[src/rtl/ps2_keypad.sv]
// PS/2 keyboard receiver: synchronised, glitch-filtered frame capture
// with E0/F0 prefix handling; emits one press strobe per make code.
module ps2_keypad #(
    parameter int FILTER_LEN     = 4,
    parameter int TIMEOUT_CYCLES = 50000
) (
    input  logic       clock,
    input  logic       kb_reset,
    input  logic       ps2_clk,
    input  logic       ps2_data,
    output logic [7:0] code,
    output logic       ext,
    output logic       press,
    output logic       err
);

    localparam int FW = $clog2(FILTER_LEN) + 1;
    localparam int TW = $clog2(TIMEOUT_CYCLES) + 1;
    localparam logic [FW-1:0] FMAX = FW'(FILTER_LEN - 1);
    localparam logic [TW-1:0] TMAX = TW'(TIMEOUT_CYCLES - 1);

    typedef enum logic [1:0] {IDLE, DATA, PARITY, STOP} state_t;

    state_t        state;
    logic          clk_m, clk_s, dat_m, dat_s;
    logic          filt;
    logic [FW-1:0] fcnt;
    logic [TW-1:0] tcnt;
    logic [2:0]    bitcnt;
    logic [7:0]    shreg;
    logic          par;
    logic          ext_f, brk_f;
    logic          fall;

    // Strobe on the cycle the filtered clock is about to flip 1->0.
    assign fall = filt && !clk_s && (fcnt == FMAX);

    always_ff @(posedge clock) begin
        if (kb_reset) begin
            clk_m <= 1'b1;
            clk_s <= 1'b1;
            dat_m <= 1'b1;
            dat_s <= 1'b1;
            filt  <= 1'b1;
            fcnt  <= '0;
        end else begin
            clk_m <= ps2_clk;
            clk_s <= clk_m;
            dat_m <= ps2_data;
            dat_s <= dat_m;
            if (clk_s == filt) begin
                fcnt <= '0;
            end else if (fcnt == FMAX) begin
                filt <= clk_s;
                fcnt <= '0;
            end else begin
                fcnt <= fcnt + 1'b1;
            end
        end
    end

    always_ff @(posedge clock) begin
        if (kb_reset) begin
            state  <= IDLE;
            tcnt   <= '0;
            bitcnt <= '0;
            shreg  <= '0;
            par    <= 1'b0;
            ext_f  <= 1'b0;
            brk_f  <= 1'b0;
            code   <= 8'h00;
            ext    <= 1'b0;
            press  <= 1'b0;
            err    <= 1'b0;
        end else begin
            press <= 1'b0;
            err   <= 1'b0;
            if (fall) begin
                tcnt <= '0;
                unique case (state)
                    IDLE: begin
                        if (!dat_s) begin
                            state  <= DATA;
                            bitcnt <= '0;
                        end
                    end
                    DATA: begin
                        shreg  <= {dat_s, shreg[7:1]};
                        bitcnt <= bitcnt + 3'd1;
                        if (bitcnt == 3'd7) state <= PARITY;
                    end
                    PARITY: begin
                        par   <= dat_s;
                        state <= STOP;
                    end
                    STOP: begin
                        state <= IDLE;
                        if (!(dat_s && (^{shreg, par}))) begin
                            err   <= 1'b1;
                            ext_f <= 1'b0;
                            brk_f <= 1'b0;
                        end else if (shreg == 8'hE0) begin
                            ext_f <= 1'b1;
                        end else if (shreg == 8'hF0) begin
                            brk_f <= 1'b1;
                        end else begin
                            if (!brk_f) begin
                                code  <= shreg;
                                ext   <= ext_f;
                                press <= 1'b1;
                            end
                            ext_f <= 1'b0;
                            brk_f <= 1'b0;
                        end
                    end
                endcase
            end else if (state != IDLE) begin
                // Device went quiet mid-frame: abandon it.
                if (tcnt == TMAX) begin
                    state <= IDLE;
                    err   <= 1'b1;
                    shreg <= '0;
                    ext_f <= 1'b0;
                    brk_f <= 1'b0;
                    tcnt  <= '0;
                end else begin
                    tcnt <= tcnt + 1'b1;
                end
            end else begin
                tcnt <= '0;
            end
        end
    end

endmodule
[config.mk]
export PLATFORM = sky130hd
export DESIGN_NAME = ps2_keypad
export DESIGN_NICKNAME = d
export VERILOG_FILES = /design/src/rtl/ps2_keypad.sv
export SDC_FILE = /design/constraint.sdc
export NUM_CORES = 1
export LEC_CHECK = 0
export BUFFER_PORTS_ARGS = -buffer_cell sky130_fd_sc_hd__clkbuf_2
export CELL_PAD_IN_SITES_DETAIL_PLACEMENT = 1
export CELL_PAD_IN_SITES_GLOBAL_PLACEMENT = 2
export CORE_MARGIN = 5
export CORE_UTILIZATION = 40
export DETAILED_ROUTE_END_ITERATION = 6
export PLACE_DENSITY = 0.92
export SLEW_MARGIN = 20
export SYNTH_ARGS = -nofsm -noshare
export SYNTH_HDL_FRONTEND = slang
export SYNTH_SLANG_ARGS = --single-unit
[constraint.sdc]
create_clock -name clock -period 4.53 [get_ports clock]
set_input_delay 0 -clock clock [delete_from_list [all_inputs] [get_ports clock]]
set_output_delay 0 -clock clock [all_outputs]
set_load 0.01 [all_outputs]
==> results of run 1 <==
-- placed cells by master, fill, tap and decap left out, types with 2 or more instances in the layout --
| cell type | count |
|---|---|
| a211oi_2 | 2 |
| a21oi_1 | 13 |
| a22o_1 | 2 |
| a31oi_1 | 2 |
| and3_1 | 5 |
| and4_1 | 2 |
| clkbuf_2 | 14 |
| clkbuf_8 | 5 |
| dfxtp_1 | 52 |
| dlygate4sd3_1 | 2 |
| ha_1 | 10 |
| inv_1 | 9 |
| mux2i_1 | 10 |
| nand2_1 | 24 |
| nand2b_1 | 2 |
| nand3_1 | 19 |
| nand4_1 | 3 |
| nor2_1 | 36 |
| nor3_1 | 3 |
| nor4_1 | 2 |
| o211ai_1 | 2 |
| o21ai_0 | 2 |
| or2_2 | 4 |
| or4_1 | 2 |
| xnor2_1 | 7 |
| xnor3_1 | 2 |
| xor2_1 | 11 |
-- worst max-delay path: stages (launching register included) --
cell	delay, ns
dfxtp_1	0.45
nor4bb_1	0.53
a2111oi_0	0.25
mux2i_2	0.67
mux2i_1	0.29
nor2_1	0.05
-- final cells by class --
class / count / area [um^2] / share of cell area, %
clock buffers: 5 / 68.8 / 2.65
inverters: 9 / 33.8 / 1.30
flip-flops and latches: 52 / 1040 / 40.1
multi-input cells: 183 / 1230 / 47.2
clock inverters: 3 / 42.5 / 1.64
repair buffers: 16 / 90.1 / 3.47
well taps: 75 / 93.8 / 3.61
-- synth_stat cells, types with 2 or more instances --
cell type,instances
a211oi_2,2
a21oi_1,13
a22o_1,2
a31oi_1,2
and3_1,5
and4_1,2
buf_4,2
buf_6,2
clkbuf_1,7
dfxtp_1,52
ha_1,10
inv_1,9
mux2i_1,11
nand2_1,24
nand2b_1,2
nand3_1,19
nand4_1,3
nor2_1,36
nor3_1,3
nor4_1,2
o211ai_1,2
o21ai_0,2
or2_2,4
or4_1,2
xnor2_1,7
xnor3_1,2
xor2_1,11
-- flip-flops by register name, summed over array words and instances, names as in the netlist, 2 cells and up --
register and cells:
bitcnt 3, code 8, fcnt 3, shreg 8, state 2, tcnt 17
-- power breakdown --
group	switching, uW	total (uW)	leakage, uW	internal (uW)
Combinational	7.85	12.6	0.000539	4.77
Clock	155	319	0.0000541	164
Sequential	1.25	460	0.000420	459
Total	164	791	0.00101	627
-- metal layers --
| metal | up-vias | track usage, % | share of wire [%] |
|---|---|---|---|
| met2 | 15 | 23.3 | 47 |
| met3 | 7 | 2.84 | 2.3 |
| met4 | 0 | 5.10 | 1.9 |
| met1 | 856 | 16.7 | 49 |
| li1 | 901 | - | - |
| met5 | - | 0 | 0 |
-- through the flow --
stage               hold slack (ns)  instance area (um^2)  utilization [%]  cells
floorplan                     0.104                  2370                -    256
global placement              0.185                  2460             42.1    333
detailed placement            0.195                  2460             42.1    333
CTS                           0.356                  2600             44.4    343
global route                  0.386                  2600             44.4    343
finish                        0.345                  2600             44.4    343
-- kinds of logic after synthesis --
kind of cell,count (synthesis),share of synthesized area [%]
AND/OR/NAND/NOR,112,23.6
flip-flops,52,44.0
multiplexers,11,4.65
buffers and inverters,21,4.34
AO/OA/AOI/OAI,29,8.57
adder cells (fa/ha/maj),10,5.29
XOR/XNOR,21,9.57
-- worst min path at each step --
| stage | startpoint | to | slack (ns) | cells past startpoint |
|---|---|---|---|---|
| 6_report | kb_reset | state[0]$_SDFFE_PP0P_ | 0.34 | 2 |
| 4_1_cts | kb_reset | bitcnt[2]$_SDFFE_PP0P_ | 0.36 | 2 |
| 2_1_floorplan | ps2_clk | clk_m$_SDFF_PP1_ | 0.10 | 1 |
| 3_3_place_gp | ps2_data | dat_m$_SDFF_PP1_ | 0.18 | 2 |
| 5_1_grt | kb_reset | bitcnt[2]$_SDFFE_PP0P_ | 0.39 | 2 |
| 3_5_place_dp | ps2_data | dat_m$_SDFF_PP1_ | 0.19 | 2 |
==> summary.md, run 1 <==
| Metric | Value |
|---|---|
| DR vias/cell | `5.19` |
| Area growth from synthesis to layout | `9.73%` |
| HP Class | `in2reg` |
| Post-synth ARST share | `0%` |
| Clock transition at the register clock pins on the worst setup and hold paths after CTS | `0.10 ns` |
| Top cell type by total area after synthesis | `dfxtp_1` |
| N_diodes | `0` |
| Power, Total | `791 uW` |
| Filler Cell Count | `679` |
| Combined area of all synthesized cells | `2370 um^2` |
| Yosys reg bits | `52` |
| Startpoint of the lowest-slack register-to-register path | `shreg[5]$_SDFFE_PP0P_` |
| Number of nets in the final layout | `281` |
| Final hold violation count | `0` |
| Biggest fanout along the worst timing path | `10` |
| Cell at the root of the clock tree | `clkbuf_8` |
| Count of distinct cell types in the synthesized netlist | `45` |
| Drt total wl | `4730 um` |
| Via Count | `1779` |
| Iter 0 DRT Violations | `67` |
| FF-to-FF End | `ext$_SDFFE_PP0P_` |
| Number of sinks handled by clock tree synthesis | `52` |
| Net count after synthesis | `270` |
| Effective utilization at floorplan | `40.4%` |
| Arrival @ worst endpoint | `2.54 ns` |
| Gate Count Post-Synth | `256` |
| Post-synth top flop | `dfxtp_1` |
| Time the worst path needs with I/O delays and setup | `2.37 ns` |
| Die outline area | `7550 um^2` |
| Number of antenna violations at the first check in global routing | `0` |
| Worst-case clock skew | `0.00831 ns` |
| Crit start category | `flip-flop` |
| Post-cts gate resize count | `0` |
| GRT Overall Usage | `13.6%` |
| Startpoint of the worst setup timing path | `shreg[5]$_SDFFE_PP0P_` |
| Chip Height | `86.9 um` |
| Worst slew pin tran | `0.779 ns` |
| Final Wtd Congestion | `0.752` |
| Yosys warns | `0` |
| Wire length per cell after detailed routing | `13.8 um` |
| Synth top area cells | `dfxtp_1 44%, nor2_1 5.7%, ha_1 5.3%, mux2i_1 4.7%, xor2_1 4.1%` |
| Max-slew headroom at the worst pin | `47.0%` |
| Endpoint type of the worst setup path | `flip-flop` |
| # DRC | `0` |
| Highest clock frequency the design can meet | `0.422 GHz` |
| Number of iterations in the first detailed-routing pass | `4` |
| Die X | `86.9 um` |
| Slew Limit Fails | `0` |
| Setup repair after global routing missed its margin | `no` |
| Max-cap viol count | `0` |
| Post-detailed-placement half-perimeter wirelength | `3340 um` |
| Num ports | `15` |
| Via count of the first global-routing pass | `1878` |
| Worst setup slack after placement | `2.15 ns` |
| Setup_tns | `0 ns` |
| Yosys top cell area share | `44.0%` |
| Maximum number of pins on one net before global-route repair | `37` |
| Total clock buffers created by CTS | `5` |
| Mean post-synth cell area | `9.24 um^2` |
| Final worst setup slack | `2.16 ns` |
| Clk Latency, worst-skew pair | `0.30 ns` |
| Crit path capture | `ext$_SDFFE_PP0P_` |
| Remaining global-route overflow | `0` |
| Worst IR Drop VDD | `0.000130 V` |
| Number of nets with antenna violations after routing | `0` |
| Number of rows created at floorplan | `28` |
| Area inside the core boundary | `5850 um^2` |
| Wire length of the first global-routing pass | `8340 um` |
| Count of flip-flops with a built-in enable after synthesis | `0` |
| Power density cells | `305 nW/um^2` |
| Result of the run | `finished clean` |
| Required time at the endpoint of the critical path | `4.70 ns` |
| Path depth of the worst reg2reg path | `5` |
| Proportion of synthesized chip area in sequential cells | `44.0%` |
| Ratio of final minimum period to clock period | `52.3%` |
| Fraction of final layout cells with drive strength greater than 1 | `12.3%` |
| Post-CTS setup-driven buffer insertion count | `0` |
| Worst reg2reg setup slack | `2.16 ns` |
| Count of hold-fix buffers inserted at cts | `2` |
| Input/output buffers | `14` |
| Cell leakage power | `0.00101 uW` |
| Category of the most critical setup path | `reg2reg` |
| CTS tree | `yes` |
| # setup viols final | `0` |
| CTS max path bufs | `2` |
| CTS H-tree depth | `2` |
Note: power is estimated with default switching activity, not from simulation.
==> run 2, diff against run 1 <==
CORE_UTILIZATION = 37   (was 40)
PLACE_DENSITY = 0.87   (was 0.92)
clock period = 2.2 ns   (was 4.53 ns; I/O delays follow)
==> summary.md, run 2 (synthesis results as in run 1) <==
| Metric | Value |
|---|---|
| Highest clock frequency the design can meet | `0.490 GHz (was 0.422 GHz)` |
| CTS max path bufs | `2 (unchanged)` |
| Crit start category | `flip-flop (unchanged)` |
| GRT Overall Usage | `12.7% (was 13.6%)` |
| Power density cells | `639 nW/um^2 (was 305 nW/um^2)` |
| Setup_tns | `0 ns (unchanged)` |
| HP Class | `in2reg (unchanged)` |
| # setup viols final | `0 (unchanged)` |
| Drt total wl | `4980 um (was 4730 um)` |
| Result of the run | `finished clean (unchanged)` |
| Number of iterations in the first detailed-routing pass | `4 (unchanged)` |
| Wire length of the first global-routing pass | `8700 um (was 8340 um)` |
| Total clock buffers created by CTS | `5 (unchanged)` |
| Flip-flop count of the largest register, all copies and words added | `17 (unchanged)` |
| Cell at the root of the clock tree | `clkbuf_8 (unchanged)` |
| Most common cell after layout, fill and taps aside | `dfxtp_1 (unchanged)` |
| Effective utilization at floorplan | `37.7% (was 40.4%)` |
| Slew Limit Fails | `0 (unchanged)` |
| Number of rows created at floorplan | `29 (was 28)` |
| Worst IR Drop VDD | `0.000279 V (was 0.000130 V)` |
| FF-to-FF End | `code[0]$_SDFFE_PP0P_ (was ext$_SDFFE_PP0P_)` |
| Biggest fanout along the worst timing path | `10 (unchanged)` |
| Chip Height | `90.0 um (was 86.9 um)` |
| Filler Cell Count | `729 (was 679)` |
| CTS H-tree depth | `2 (unchanged)` |
| Crit path capture | `code[0]$_SDFFE_PP0P_ (was ext$_SDFFE_PP0P_)` |
| Die outline area | `8090 um^2 (was 7550 um^2)` |
| Final Wtd Congestion | `0.742 (was 0.752)` |
| Number of sinks handled by clock tree synthesis | `52 (unchanged)` |
| Input/output buffers | `14 (unchanged)` |
| Category of the most critical setup path | `reg2reg (unchanged)` |
| Post-CTS setup-driven buffer insertion count | `0 (unchanged)` |
| Startpoint of the worst setup timing path | `fcnt[0]$_SDFF_PP0_ (was shreg[5]$_SDFFE_PP0P_)` |
| Area inside the core boundary | `6280 um^2 (was 5850 um^2)` |
| Register ranked first by flip-flop count | `tcnt (unchanged)` |
| Fraction of final layout cells with drive strength greater than 1 | `13.9% (was 12.3%)` |
| Wire length per cell after detailed routing | `14.2 um (was 13.8 um)` |
| Clk Latency, worst-skew pair | `0.30 ns (about the same)` |
| Cell repeated most along the worst path | `mux2i_1` |
| Number of antenna violations at the first check in global routing | `0 (unchanged)` |
| # DRC | `0 (unchanged)` |
| Final Non-Filler Cells | `350 (was 343)` |
| Required time at the endpoint of the critical path | `2.39 ns (was 4.70 ns)` |
| Cell leakage power | `0.00105 uW (was 0.00101 uW)` |
| Path depth of the worst reg2reg path | `8 (was 5)` |
| CP cell instances | `ha_1 -> ha_2 -> nand3_1 -> a2111oi_0 -> mux2i_1 -> buf_4 -> mux2i_1 -> nor2_1 (was nor4bb_1 -> a2111oi_0 -> mux2i_2 -> mux2i_1 -> nor2_1)` |
| Number of placed instances, taps included | `340 (was 333)` |
| Setup repair after global routing missed its margin | `no (unchanged)` |
| Endpoint type of the worst setup path | `flip-flop (unchanged)` |
| DR vias/cell | `5.12 (was 5.19)` |
| CTS tree | `yes (unchanged)` |
| Critical-path top delay cell | `a2111oi_0 (was mux2i_2)` |
| Area growth from synthesis to layout | `12.0% (was 9.73%)` |
| Final core occ | `42.2% (was 44.4%)` |
| Via Count | `1793 (was 1779)` |
| Regs by FF count | `tcnt: 17 flops, code: 8 flops, shreg: 8 flops (unchanged)` |
| Worst reg2reg setup slack | `0.16 ns (was 2.16 ns)` |
| Clock transition at the register clock pins on the worst setup and hold paths after CTS | `0.09 ns (was 0.10 ns)` |
| Max-slew headroom at the worst pin | `62.0% (was 47.0%)` |
| Worst-case clock skew | `0.00629 ns (was 0.00831 ns)` |
| Number of nets in the final layout | `286 (was 281)` |
| Worst slew pin tran | `0.563 ns (was 0.779 ns)` |
| Ratio of final minimum period to clock period | `92.7% (was 52.3%)` |
| Time the worst path needs with I/O delays and setup | `2.04 ns (was 2.37 ns)` |
| Remaining global-route overflow | `0 (unchanged)` |
| Max-cap viol count | `0 (unchanged)` |
| N_diodes | `0 (unchanged)` |
| Startpoint of the lowest-slack register-to-register path | `fcnt[0]$_SDFF_PP0_ (was shreg[5]$_SDFFE_PP0P_)` |
| Iter 0 DRT Violations | `96 (was 67)` |
| Num ports | `15 (unchanged)` |
| Die X | `90.0 um (was 86.9 um)` |
| Arrival @ worst endpoint | `2.23 ns (was 2.54 ns)` |
| Maximum number of pins on one net before global-route repair | `36 (was 37)` |
| Post-detailed-placement half-perimeter wirelength | `3580 um (was 3340 um)` |
| Delay of the slowest cell on the worst path | `0.42 ns (was 0.67 ns)` |
| Number of cells traversed by the worst hold path | `3 (was 2)` |
| Commonest non-fill, non-tap cells in the layout | `52 x dfxtp_1, 36 x nor2_1, 24 x nand2_1 (unchanged)` |
| Final hold violation count | `0 (unchanged)` |
| Via count of the first global-routing pass | `1849 (was 1878)` |
| Number of nets with antenna violations after routing | `0 (unchanged)` |
==> run 2: cell types whose count changed in the layout (fill, tap and decap cells not counted), sizes merged <==
cell / previous run / this run
buf: 0 / 5
clkbuf: 19 / 21
clkinv: 1 / 0
clkinvlp: 1 / 0
==> run 2: worst min path at each step <==
| stage | to | start |
|---|---|---|
| global route | state[1]$_SDFFE_PP0P_ | kb_reset |
| finish | state[0]$_SDFFE_PP0P_ | kb_reset |
| global placement | dat_m$_SDFF_PP1_ | ps2_data |
| floorplan | clk_m$_SDFF_PP1_ | ps2_clk |
| detailed placement | dat_m$_SDFF_PP1_ | ps2_data |
| CTS | state[1]$_SDFFE_PP0P_ | kb_reset |
==> run 2: worst max-delay path, delay by kind of cell (launching register included) <==
kind | cells | cell delay, ns
AOI/OAI and AO/OA | 1 | 0.42
adders and majority gates | 2 | 0.40
buffers and inverters | 1 | 0.22
DFF | 1 | 0.34
and+or+nand+nor | 2 | 0.21
muxes | 2 | 0.33
==> run 2: timing repair <==
| action | in CTS | in global routing |
|---|---|---|
| resized for setup | 0 | 1 |
| endpoints found under the setup margin | 0 | 8 |
| endpoints found under the hold margin | 2 | 0 |
| hold buffers | 2 | 0 |
==> run 2: per-layer routing <==
metal | part of all wire (%) | vias to the layer above | GRT usage (%) | wire length (um)
met2 | 46 | 22 | 20.5 | 2280
met4 | 1.4 | 0 | 4.09 | 69
met3 | 3.1 | 7 | 3.01 | 152
met5 | 0 | - | 0 | 0
met1 | 50 | 857 | 16.5 | 2480
li1 | - | 907 | - | -
==> run 2: power by group <==
part           internal [uW]  switching (uW)
sequential               944            2.15
clock                    402             318
combinational           11.0            16.5
==> run 2: cell type report <==
class	count	area [um^2]	area share, %
multi-input cells	183	1220	46.2
flip-flops and latches	52	1040	39.3
repair buffers	21	128	4.82
clock buffers	7	96.3	3.64
well taps	77	96.3	3.64
inverters	9	33.8	1.27
clock inverters	1	30.0	1.13
==> run 2: through the flow <==
stage	power, uW	area [um^2]	hold WS, ns	setup WS, ns
floorplan	985	2370	0.104	0.392
global placement	993	2500	0.182	0.267
detailed placement	993	2500	0.188	0.117
CTS	1710	2650	0.215	0.0928
global route	1750	2650	0.227	0.0123
finish	1690	2650	0.219	0.160
